`src/rtl/pipe_pkg.sv`:
```
// Shared types for the pipeline stage buffers: occupancy state and default payload width.
package pipe_pkg;

   localparam int PIPE_DATA_W = 96;

   typedef enum logic [1:0] {
      EMPTY = 2'd0,
      ONE   = 2'd1,
      FULL  = 2'd2
   } pipe_occ_e;

endpackage

```
`src/rtl/pipe_stage_buf.sv`:
```
// Valid/ready pipeline stage register; a beat accepted on edge N is on out_data after edge N.
// SKID=1 adds a second entry so in_ready comes from a flop; SKID=0 passes out_ready through to in_ready.
module pipe_stage_buf
   import pipe_pkg::*;
#(
   parameter int DATA_W = PIPE_DATA_W,
   parameter int SKID   = 1
) (
   input  logic              clk,
   input  logic              rst,
   input  logic              flush,
   input  logic              in_valid,
   output logic              in_ready,
   input  logic [DATA_W-1:0] in_data,
   output logic              out_valid,
   input  logic              out_ready,
   output logic [DATA_W-1:0] out_data,
   output logic [1:0]        occupancy
);

   pipe_occ_e         state_q, state_d;
   logic [DATA_W-1:0] main_q, main_d;
   logic [DATA_W-1:0] skid_q, skid_d;
   logic              in_hs, out_hs;

   assign in_hs     = in_valid & in_ready;
   assign out_hs    = out_valid & out_ready;
   assign out_valid = (state_q != EMPTY);
   assign out_data  = main_q;
   assign occupancy = state_q;

   // Empty entries are kept at zero so out_data needs no masking.
   always_comb begin
      state_d = state_q;
      main_d  = main_q;
      skid_d  = skid_q;
      case (state_q)
         EMPTY: begin
            if (in_hs) begin
               state_d = ONE;
               main_d  = in_data;
            end
         end
         ONE: begin
            if (in_hs && out_hs) begin
               main_d = in_data;
            end else if (in_hs) begin
               if (SKID != 0) begin
                  state_d = FULL;
                  skid_d  = in_data;
               end
            end else if (out_hs) begin
               state_d = EMPTY;
               main_d  = '0;
            end
         end
         FULL: begin
            if (out_hs) begin
               state_d = ONE;
               main_d  = skid_q;
               skid_d  = '0;
            end
         end
         default: begin
            state_d = EMPTY;
            main_d  = '0;
            skid_d  = '0;
         end
      endcase
      if (flush) begin
         state_d = EMPTY;
         main_d  = '0;
         skid_d  = '0;
      end
   end

   always_ff @(posedge clk or posedge rst) begin
      if (rst) begin
         state_q <= EMPTY;
         main_q  <= '0;
         skid_q  <= '0;
      end else begin
         state_q <= state_d;
         main_q  <= main_d;
         skid_q  <= skid_d;
      end
   end

   generate
      if (SKID != 0) begin : g_skid
         logic rdy_q;
         // Mirrors state_q != FULL, held in its own flop to cut the out_ready path.
         always_ff @(posedge clk or posedge rst) begin
            if (rst) begin
               rdy_q <= 1'b1;
            end else begin
               rdy_q <= (state_d != FULL);
            end
         end
         assign in_ready = rdy_q;
      end else begin : g_noskid
         assign in_ready = ~out_valid | out_ready;
      end
   endgenerate

endmodule

```
`config.mk`:
```
export PLATFORM = sky130hd
export DESIGN_NAME = pipe_stage_buf
export DESIGN_NICKNAME = d
export VERILOG_FILES = /design/src/rtl/pipe_pkg.sv /design/src/rtl/pipe_stage_buf.sv
export SDC_FILE = /design/constraint.sdc
export NUM_CORES = 1
export LEC_CHECK = 0
export CAP_MARGIN = 20
export CORE_UTILIZATION = 62
export DETAILED_ROUTE_END_ITERATION = 6
export DONT_BUFFER_PORTS = 1
export MAX_ROUTING_LAYER = met4
export PLACE_DENSITY = 0.78
export SETUP_SLACK_MARGIN = 0.5
export SLEW_MARGIN = 40
export SYNTH_ARGS = -nofsm -noshare
export SYNTH_HDL_FRONTEND = slang
export SYNTH_SLANG_ARGS = --single-unit
export TNS_END_PERCENT = 50
```
`constraint.sdc`:
```
create_clock -name clk -period 12 [get_ports clk]
set_input_delay 0 -clock clk [delete_from_list [all_inputs] [get_ports clk]]
set_output_delay 0 -clock clk [all_outputs]
set_load 0.01 [all_outputs]
```
==> impl_metrics.toml, run 1 <==
[worst_hold_path]
hp-start = "out_ready"
min_to = "out_data[89]"
whs_path_depth = 3
hold_class = "input pin to flop"

[power]
comb_power_share_pct = 14.2
pwr-share-clk_pct = 36.5
ir_drop_mv = 0.1036
p_switching_mw = 0.4409
p_seq_share_pct = 49.3
internal_power_mw = 1.142
power.total_mw = 1.583
p_leak_nw = 5.302
cellPowerDensity_mw_per_mm2 = 127.7
sw_frac_of_total_pct = 27.85

[worst_setup_path]
critical_path_buf_inv_count = 2
crit_top_cell = "a21oi_1"
slowest_delay_ns = 0.72
r2r_start = "occupancy[0]"
end_kind = "flop"
startpoint = "occupancy[0]"
critical-path-top-delay-family = "buffers and inverters"
critPathMaxFanout = 97
rr_worst_depth = 6
start_kind = "flop"
crit_required_ns = 12.34
crit_arrival_ns = 3.85
cp.depth = 6
crit_type = "flop to flop"
r2r_slack_ns = 8.50
timing.rr.end = "out_data[49]"
path_cells = "nor3b_4, buf_6, and4_4, buf_4, a21oi_1, a21oi_1"
slowest_stage = "buf_4"

[place]
place_ws_ns = 8.677
port_buffers = 0
dpl.hpwl_mm = 12.97
gp_congestion = 0.7445

[yosys]
syn_nets = 1177
synth_warnings = 0
synth-main-ff-cell = "dfrtp_1"
synthCells = 1076
netlist_area_mm2 = 0.009816
ys_seq_area_share_pct = 49.73
ys_seq_elements = 195
synth-edff-count = 0
async_flop_share_pct = 100.0
synth.distinct_cells = 32
syn_area_per_cell_um2 = 9.122

[clock_network]
post-cts-setup-buffers = 0
cts.clk_slew.worst_paths_ns = 0.07
clock_latency_ns = 0.43
cts_max_level = 4
clkSinkCount = 195
clock_path_buffers = 2
tritoncts = "built"
clockRootBuffer = "clkbuf_16"
cts_made_buffers = 17

[timing]
worstMarginPinSlew_ns = 0.8423
final_hold_viol_count = 0
setup_tns_ns = 0
finalCritPeriodShare_pct = 29.20
max_freq_ghz = 0.2854
finClkSkew_ns = 0.007981
relSlewSlack_pct = 43.84
finalSetupViolCount = 0
rsz0062_at_grt = "no"
postLayoutSetupSlackWorst_ns = 8.496
fin_crit_ns = 3.504
drv_slew = 0

[drt]
dr.pass1.iters = 5
drt_iter0_markers = 767
wl_mm = 26.24
via_per_inst = 6.004
avgRoutedWirePerCell_um = 18.33
postRouteAntennaNets = 0
drc = 0
num_vias = 8592

[cells_and_area]
area_delta_synth_final_pct = 26.26
layout-drive-gt1-share_pct = 6.076
finalNetCount = 1307

[floorplan]
fp-row-count = 45
die_w_um = 127.8
io_pins = 201
core_area_mm2 = 0.01531
die_h_um = 127.8
dieArea_mm2 = 0.01634
start_util_pct = 64.09

[global_routing]
grt_max_degree = 118
first_global_vias = 8496
grt_pass1_wl_mm = 42.35
grtUsageTotal_pct = 33.76
grt_antenna_before_repair = 0
grt_overflow = 0

[run]
maxCapViolCount = 0

[run_status]
status = "finished, final reports clean"
## stage by stage
step	util [%]	hold WS [ns]	instances	cell area, um2
global placement	63.31	0.07072	1196	9696
floorplan	-	0.1356	1076	9816
CTS	80.86	0.08987	1429	12380
global route	80.89	0.1157	1429	12390
finish	80.92	0.1198	1431	12390
detailed placement	64.11	0.07339	1201	9818
## worst reg2reg max path, delay by kind of cell (launching register included)
kind                   cells  cell delay [ns]
buffers and inverters      2             1.32
AND/OR/NAND/NOR            2             1.01
flip-flops                 1             0.67
AO/OA/AOI/OAI              2             0.42
## Yosys cell counts (3+ instances only)
cell type / number / area [um2]
dfrtp_1: 194 / 4855
nor2_1: 192 / 720.7
a21oi_1: 171 / 855.8
mux2i_1: 96 / 960.9
nand2b_1: 88 / 550.5
nand3_1: 88 / 440.4
o21ai_1: 87 / 435.4
clkbuf_1: 46 / 172.7
buf_2: 39 / 195.2
a21oi_2: 23 / 201.4
a31o_1: 9 / 78.83
nor3b_1: 9 / 67.56
buf_1: 6 / 22.52
buf_4: 3 / 22.52
buf_8: 3 / 45.04
## power by group through the flow
| stage | Combinational [mW] | Clock (mW) | Sequential (mW) |
|---|---|---|---|
| finish | 0.224 | 0.579 | 0.780 |
| global route | 0.248 | 0.613 | 0.785 |
| CTS | 0.218 | 0.582 | 0.779 |
| detailed placement | 0.173 | 0 | 0.790 |
| global placement | 0.161 | 0 | 0.790 |
| floorplan | 0.149 | 0 | 0.775 |
## logic make-up after synthesis
logic type,after synthesis,synth area share [%]
buffers and inverters,101,4.971
AO/OA/AOI/OAI,295,16.42
flip-flops,195,49.73
multiplexers,96,9.790
AND/OR/NAND/NOR,389,19.09
## area by class of cell
cell class	instances	area, um2
Fill cell	966	2922
Clock buffer	21	460.4
Antenna cell	2	5.005
Sequential cell	195	4885
Clock inverter	10	132.6
Timing Repair Buffer	210	2155
Tap cell	211	264.0
Inverter	2	20.02
Multi-Input combinational cell	780	4472
## layer usage
layer	global-route usage, %	part of all wire [%]	vias to the layer above
met2	53.42	50	382
met5	-	0	-
met3	5.927	6.3	72
li1	-	-	3952
met1	43.39	41	4186
met4	13.56	2.9	0
## cells in the final DEF, fill, tap and decap left out, drive strengths merged, types with 10 or more instances in the layout
master	synthesis	final
o21ai	88	88
nand2b	88	88
clkbuf	46	21
dlygate4sd3	0	197
buf	53	13
dfrtp	194	194
nor3b	10	10
a21oi	194	194
nor2	192	192
nand3	88	88
mux2i	96	96
## sequential cells by signal, summed over array words and instances (netlist names)
register / count
out_data: 96
in_ready: 1
occupancy: 2
skid_q: 96
## worst max path at each step
stage	end	slack (ns)
after floorplan	occupancy[0]	6.69
after global placement	out_data[79]	8.10
after detailed placement	out_data[25]	8.68
after CTS	out_data[25]	8.67
after global routing	out_data[75]	8.34
final	out_data[49]	8.50
## repair_timing
item | CTS | global route
hold buffers | 197 | 0
endpoints found under the hold margin | 311 | 0
gates resized for setup | 0 | 0
Power figures use the tool's default switching activity.
==> run 2, diff against run 1 <==
==> constraint.sdc (replaced) <==
create_clock -name clk -period 3.3 [get_ports clk]
set_input_delay 0 -clock clk [delete_from_list [all_inputs] [get_ports clk]]
set_output_delay 0 -clock clk [all_outputs]
set_load 0.01 [all_outputs]
==> run 2 against run 1 <==
Core utilization shrank 4.1 points. Via count is 4.5% lower. Critical path depth stayed put. Clock-buffer cell count shrank 1. Global-route usage shrank 1.5 points. Cell area down 5.0%. Worst setup slack worse by 7.9 ns. Power rose to 3.6 times the previous value. Critical endpoint is now skid_q[18].
==> impl_metrics.toml, run 2 (synthesis results as in run 1) <==
[clock_network]
clkSinkCount = 195
clockRootBuffer = "clkbuf_16"
cts_max_level = 4
cts_made_buffers = 17
tritoncts = "built"
post-cts-setup-buffers = 0
clock_latency_ns = 0.44
clock_path_buffers = 2
cts.clk_slew.worst_paths_ns = 0.07

[power]
p_leak_nw = 4.846
cellPowerDensity_mw_per_mm2 = 487.3
ir_drop_mv = 0.4093

[timing]
finClkSkew_ns = 0.009561
fin_crit_ns = 2.675
rsz0062_at_grt = "no"
max_freq_ghz = 0.3738
relSlewSlack_pct = 46.42
drv_slew = 0
finalSetupViolCount = 0
worstMarginPinSlew_ns = 0.8037
timing.hold.ws_ns = 0.02051
setup_tns_ns = 0
finalCritPeriodShare_pct = 81.07
final_hold_viol_count = 0
postLayoutSetupSlackWorst_ns = 0.6247

[place]
dpl.hpwl_mm = 12.93
place_ws_ns = 0.8171
port_buffers = 0
gp_congestion = 0.7715
dpl_cell_area_mm2 = 0.009921

[drt]
num_vias = 8206
avgRoutedWirePerCell_um = 18.46
via_per_inst = 6.025
wl_mm = 25.14
drt_iter0_markers = 659
dr.pass1.iters = 5
postRouteAntennaNets = 0
drc = 0

[global_routing]
grt_overflow = 0
grt_max_degree = 143
grt_pass1_wl_mm = 40.58
grt_antenna_before_repair = 0
first_global_vias = 8123
grtUsageTotal_pct = 32.28

[floorplan]
die_h_um = 127.8
die_w_um = 127.8
fp-row-count = 45
core_area_mm2 = 0.01531
dieArea_mm2 = 0.01634
start_util_pct = 64.09
io_pins = 201

[cells_and_area]
area_delta_synth_final_pct = 19.88
final_design_area_no_fill_mm2 = 0.01177
finalNetCount = 1240
layout.area.seq_mm2 = 0.004885
diodes = 0
multi_input_comb_area_mm2 = 0.004482
fillers = 1015
final_common_cell = "dfrtp_1"
final_cell_mix = "dfrtp_1 (193), nor2_1 (192), a21oi_1 (170)"
layout-drive-gt1-share_pct = 7.211

[run]
maxCapViolCount = 0

[run_status]
status = "finished, final reports clean"

[worst_setup_path]
critPathMaxFanout = 106
end_kind = "flop"
crit_type = "flop to flop"
start_kind = "flop"
crit_required_ns = 3.68
crit_arrival_ns = 3.05

[worst_hold_path]
hold_class = "input pin to flop"
[run 2: cell count changes in the layout (fill, tap and decap cells not counted), moves of 2 or more]
cell	change
buf_16	+2
buf_8	+3
diode_2	-2
buf_12	+3
buf_4	+3
inv_6	+3
buf_6	-4
clkinv_2	-2
dlygate4sd3_1	-75
[run 2: per-stage QoR]
step	util, %	total power [mW]	std cells
after global routing	76.84	5.964	1362
after detailed placement	64.78	3.517	1207
after CTS	76.75	5.727	1361
after floorplan	-	3.360	1076
after global placement	64.20	3.480	1203
final	76.84	5.734	1362
[run 2: worst paths after layout]
| path | slack, ns | depth (start not counted) | startpoint | endpoint |
|---|---|---|---|---|
| worst max-delay path | 0.62 | 6 | occupancy[1] | skid_q[18] |
| worst min-delay path | 0.02 | 3 | out_ready | out_data[26] |
| worst max register to register | 0.62 | 6 | occupancy[1] | skid_q[18] |
| worst min register to register | 0.53 | 2 | skid_q[76] | skid_q[76] |
| max in group asynchronous | 2.47 | 5 | rst | occupancy[1] |
| min in group asynchronous | 0.11 | 3 | rst | out_data[6] |
[run 2: power breakdown]
part           total, mW  switching, mW  internal (mW)
combinational      0.826          0.490          0.337
sequential          2.83          0.238           2.59
clock               2.08          0.922           1.16
[run 2: layout make-up]
type	count	share of cell area, %
Clock buffer	20	3.881
Inverter	2	0.09569
Tap cell	211	2.243
Clock inverter	11	1.085
Multi-Input combinational cell	781	38.09
Timing Repair Buffer	142	13.10
Sequential cell	195	41.51
[run 2: timing repair]
item | in CTS | in global routing
hold endpoints to repair | 390 | 0
gates resized for setup | 0 | 2
setup endpoints to repair | 0 | 22
hold buffers | 123 | 0
[run 2: critical path, stage by stage, from the launching register on]
cell and delay (ns):
dfrtp_4 0.50, buf_12 0.30, nor3b_4 0.31, buf_8 0.53
nand3_1 0.23, o21ai_1 0.15, dlygate4sd3_1 0.57
[run 2: metal layers]
metal / routed length [um] / vias up / global-route usage [%]
li1: - / 3819 / -
met1: 10520 / 4035 / 40.34
met2: 12480 / 305 / 51.57
met3: 1586 / 47 / 6.970
met4: 561 / 0 / 12.53
met5: 0 / - / -
==> run 3, diff against run 2 <==
==> constraint.sdc (replaced) <==
create_clock -name clk -period 2.7 [get_ports clk]
set_input_delay 0 -clock clk [delete_from_list [all_inputs] [get_ports clk]]
set_output_delay 0 -clock clk [all_outputs]
set_load 0.01 [all_outputs]
==> run 3 against run 2 <==
Die area unchanged. Core utilization decreased by 2.0 points. Global-route usage decreased by 2.3 points. Fmax increased by 29%. Highest routed layer unchanged. Critical endpoint is now occupancy[1]. Clock power increased by 17%. Register-to-register slack about the same. Sequential power increased by 22%. Non-clock buffer count decreased by 26.
==> impl_metrics.toml, run 3 (synthesis results as in run 1) <==
[drt]
drc = 0
avgRoutedWirePerCell_um = 17.37
num_vias = 7992
via_per_inst = 5.982
drt_iter0_markers = 745
dr.pass1.iters = 5
wl_mm = 23.20
postRouteAntennaNets = 0

[worst_setup_path]
slowest_stage = "dlygate4sd3_1"
end_kind = "flop"
timing.rr.end = "occupancy[1]"
crit_arrival_ns = 2.45
start_kind = "flop"
rr_worst_depth = 5
path_cells = "buf_12, nand4b_1, a211o_1, dlygate4sd3_1, inv_1"
crit_type = "flop to flop"
critical-path-top-delay-family = "buffers and inverters"
crit_required_ns = 3.07
critPathMaxFanout = 73
r2r_start = "occupancy[1]"
slowest_delay_ns = 0.57
critical_path_buf_inv_count = 3
r2r_slack_ns = 0.62

[timing]
rsz0062_at_grt = "no"
drv_slew = 0
max_freq_ghz = 0.4808
finalSetupViolCount = 0
finalCritPeriodShare_pct = 77.03
worstMarginPinSlew_ns = 0.7783
final_hold_viol_count = 0
relSlewSlack_pct = 48.12
postLayoutSetupSlackWorst_ns = 0.6202
finClkSkew_ns = 0.005815
fin_crit_ns = 2.080
setup_tns_ns = 0

[clock_network]
clkSinkCount = 195
cts_made_buffers = 17
cts.clk_slew.worst_paths_ns = 0.07
post-cts-setup-buffers = 0
clockRootBuffer = "clkbuf_16"
cts_max_level = 4
tritoncts = "built"
clock_path_buffers = 2
clock_latency_ns = 0.43

[power]
cellPowerDensity_mw_per_mm2 = 598.7
ir_drop_mv = 0.4886
p_leak_nw = 4.650

[cells_and_area]
final_cell_mix = "nor2_1 (192), dfrtp_1 (192), a21oi_1 (170)"
layout-drive-gt1-share_pct = 7.028
fillers = 1065
area_delta_synth_final_pct = 16.74
layout.area.seq_mm2 = 0.004886
finalNetCount = 1213
multi_input_comb_area_mm2 = 0.004478

[global_routing]
grtUsageTotal_pct = 29.99
grt_antenna_before_repair = 0
grt_overflow = 0
grt_max_degree = 119
first_global_vias = 7725
grt_pass1_wl_mm = 38.12

[run_status]
status = "finished, final reports clean"

[floorplan]
die_h_um = 127.8
core_area_mm2 = 0.01531
die_w_um = 127.8
io_pins = 201
dieArea_mm2 = 0.01634
start_util_pct = 64.09
fp-row-count = 45

[place]
dpl.hpwl_mm = 12.42
port_buffers = 0
place_ws_ns = 0.6518
gp_congestion = 0.7376

[worst_hold_path]
hold_class = "input pin to flop"
whs_path_depth = 3
hp-start = "flush"
min_to = "skid_q[16]"

[run]
maxCapViolCount = 0
==> run 3: cell count changes in the layout (fill, tap and decap cells not counted), sizes merged, moves of 2 or more <==
cell / change
inv: -3
buf: -5
clkinv: +2
dlygate4sd3: -22
clkbuf: +4
==> run 3: power by group <==
part           internal, mW  switching [mW]  leakage, nW
logic                 0.387           0.583         1.81
registers              3.17           0.288         2.57
clock network          1.36            1.07        0.275
==> run 3: per-stage QoR <==
| stage | total power, mW | std cells | instance area, um2 | hold WS (ns) | utilization, % |
|---|---|---|---|---|---|
| 3_3_place_gp | 4.254 | 1203 | 9844 | -0.005945 | 64.28 |
| 5_1_grt | 7.159 | 1335 | 11460 | 0.1127 | 74.80 |
| 2_1_floorplan | 4.107 | 1076 | 9819 | 0.1356 | - |
| 4_1_cts | 6.884 | 1335 | 11450 | 0.08222 | 74.74 |
| 6_report | 6.860 | 1336 | 11460 | 0.09055 | 74.82 |
| 3_5_place_dp | 4.278 | 1203 | 9852 | 0.001180 | 64.33 |
==> run 3: repair_timing <==
item / 4_1_cts / 5_1_grt
endpoints found under the hold margin: 252 / 0
resized for setup: 0 / 2
setup endpoints to repair: 0 / 59
hold buffers: 101 / 0
==> run 3: worst min-delay path, cell delays in order <==
cell and delay (ns):
buf_16 0.26, nand2b_1 0.16, o21ai_1 0.06
==> run 3: final cells by class <==
class                   count  area share (%)
diodes                      1         0.02184
inverters                   2         0.09827
clock buffers              23           4.259
repair buffers            116           10.92
well taps                 211           2.304
flip-flops and latches    195           42.64
multi-input cells         780           39.08
clock inverters             8          0.6770
==> run 3: worst max path at each step <==
stage / startpoint / endpoint / slack [ns] / cells past startpoint
global placement: occupancy[0] / out_data[86] / 0.49 / 5
global route: occupancy[1] / occupancy[1] / 0.52 / 5
finish: occupancy[1] / occupancy[1] / 0.62 / 5
CTS: occupancy[0] / out_data[22] / 0.63 / 5
floorplan: rst / occupancy[0] / 0.18 / 1
detailed placement: occupancy[0] / out_data[56] / 0.65 / 5
==> run 3: metal layers <==
layer  routed length (um)  GRT usage (%)  part of all wire [%]  up-vias
li1                     -              -                     -     3756
met1                10120          39.41                    44     3914
met2                11150          46.55                    48      292
met3                 1493          6.093                   6.4       30
met4                  446          10.45                   1.9        0
met5                    0              -                     0        -
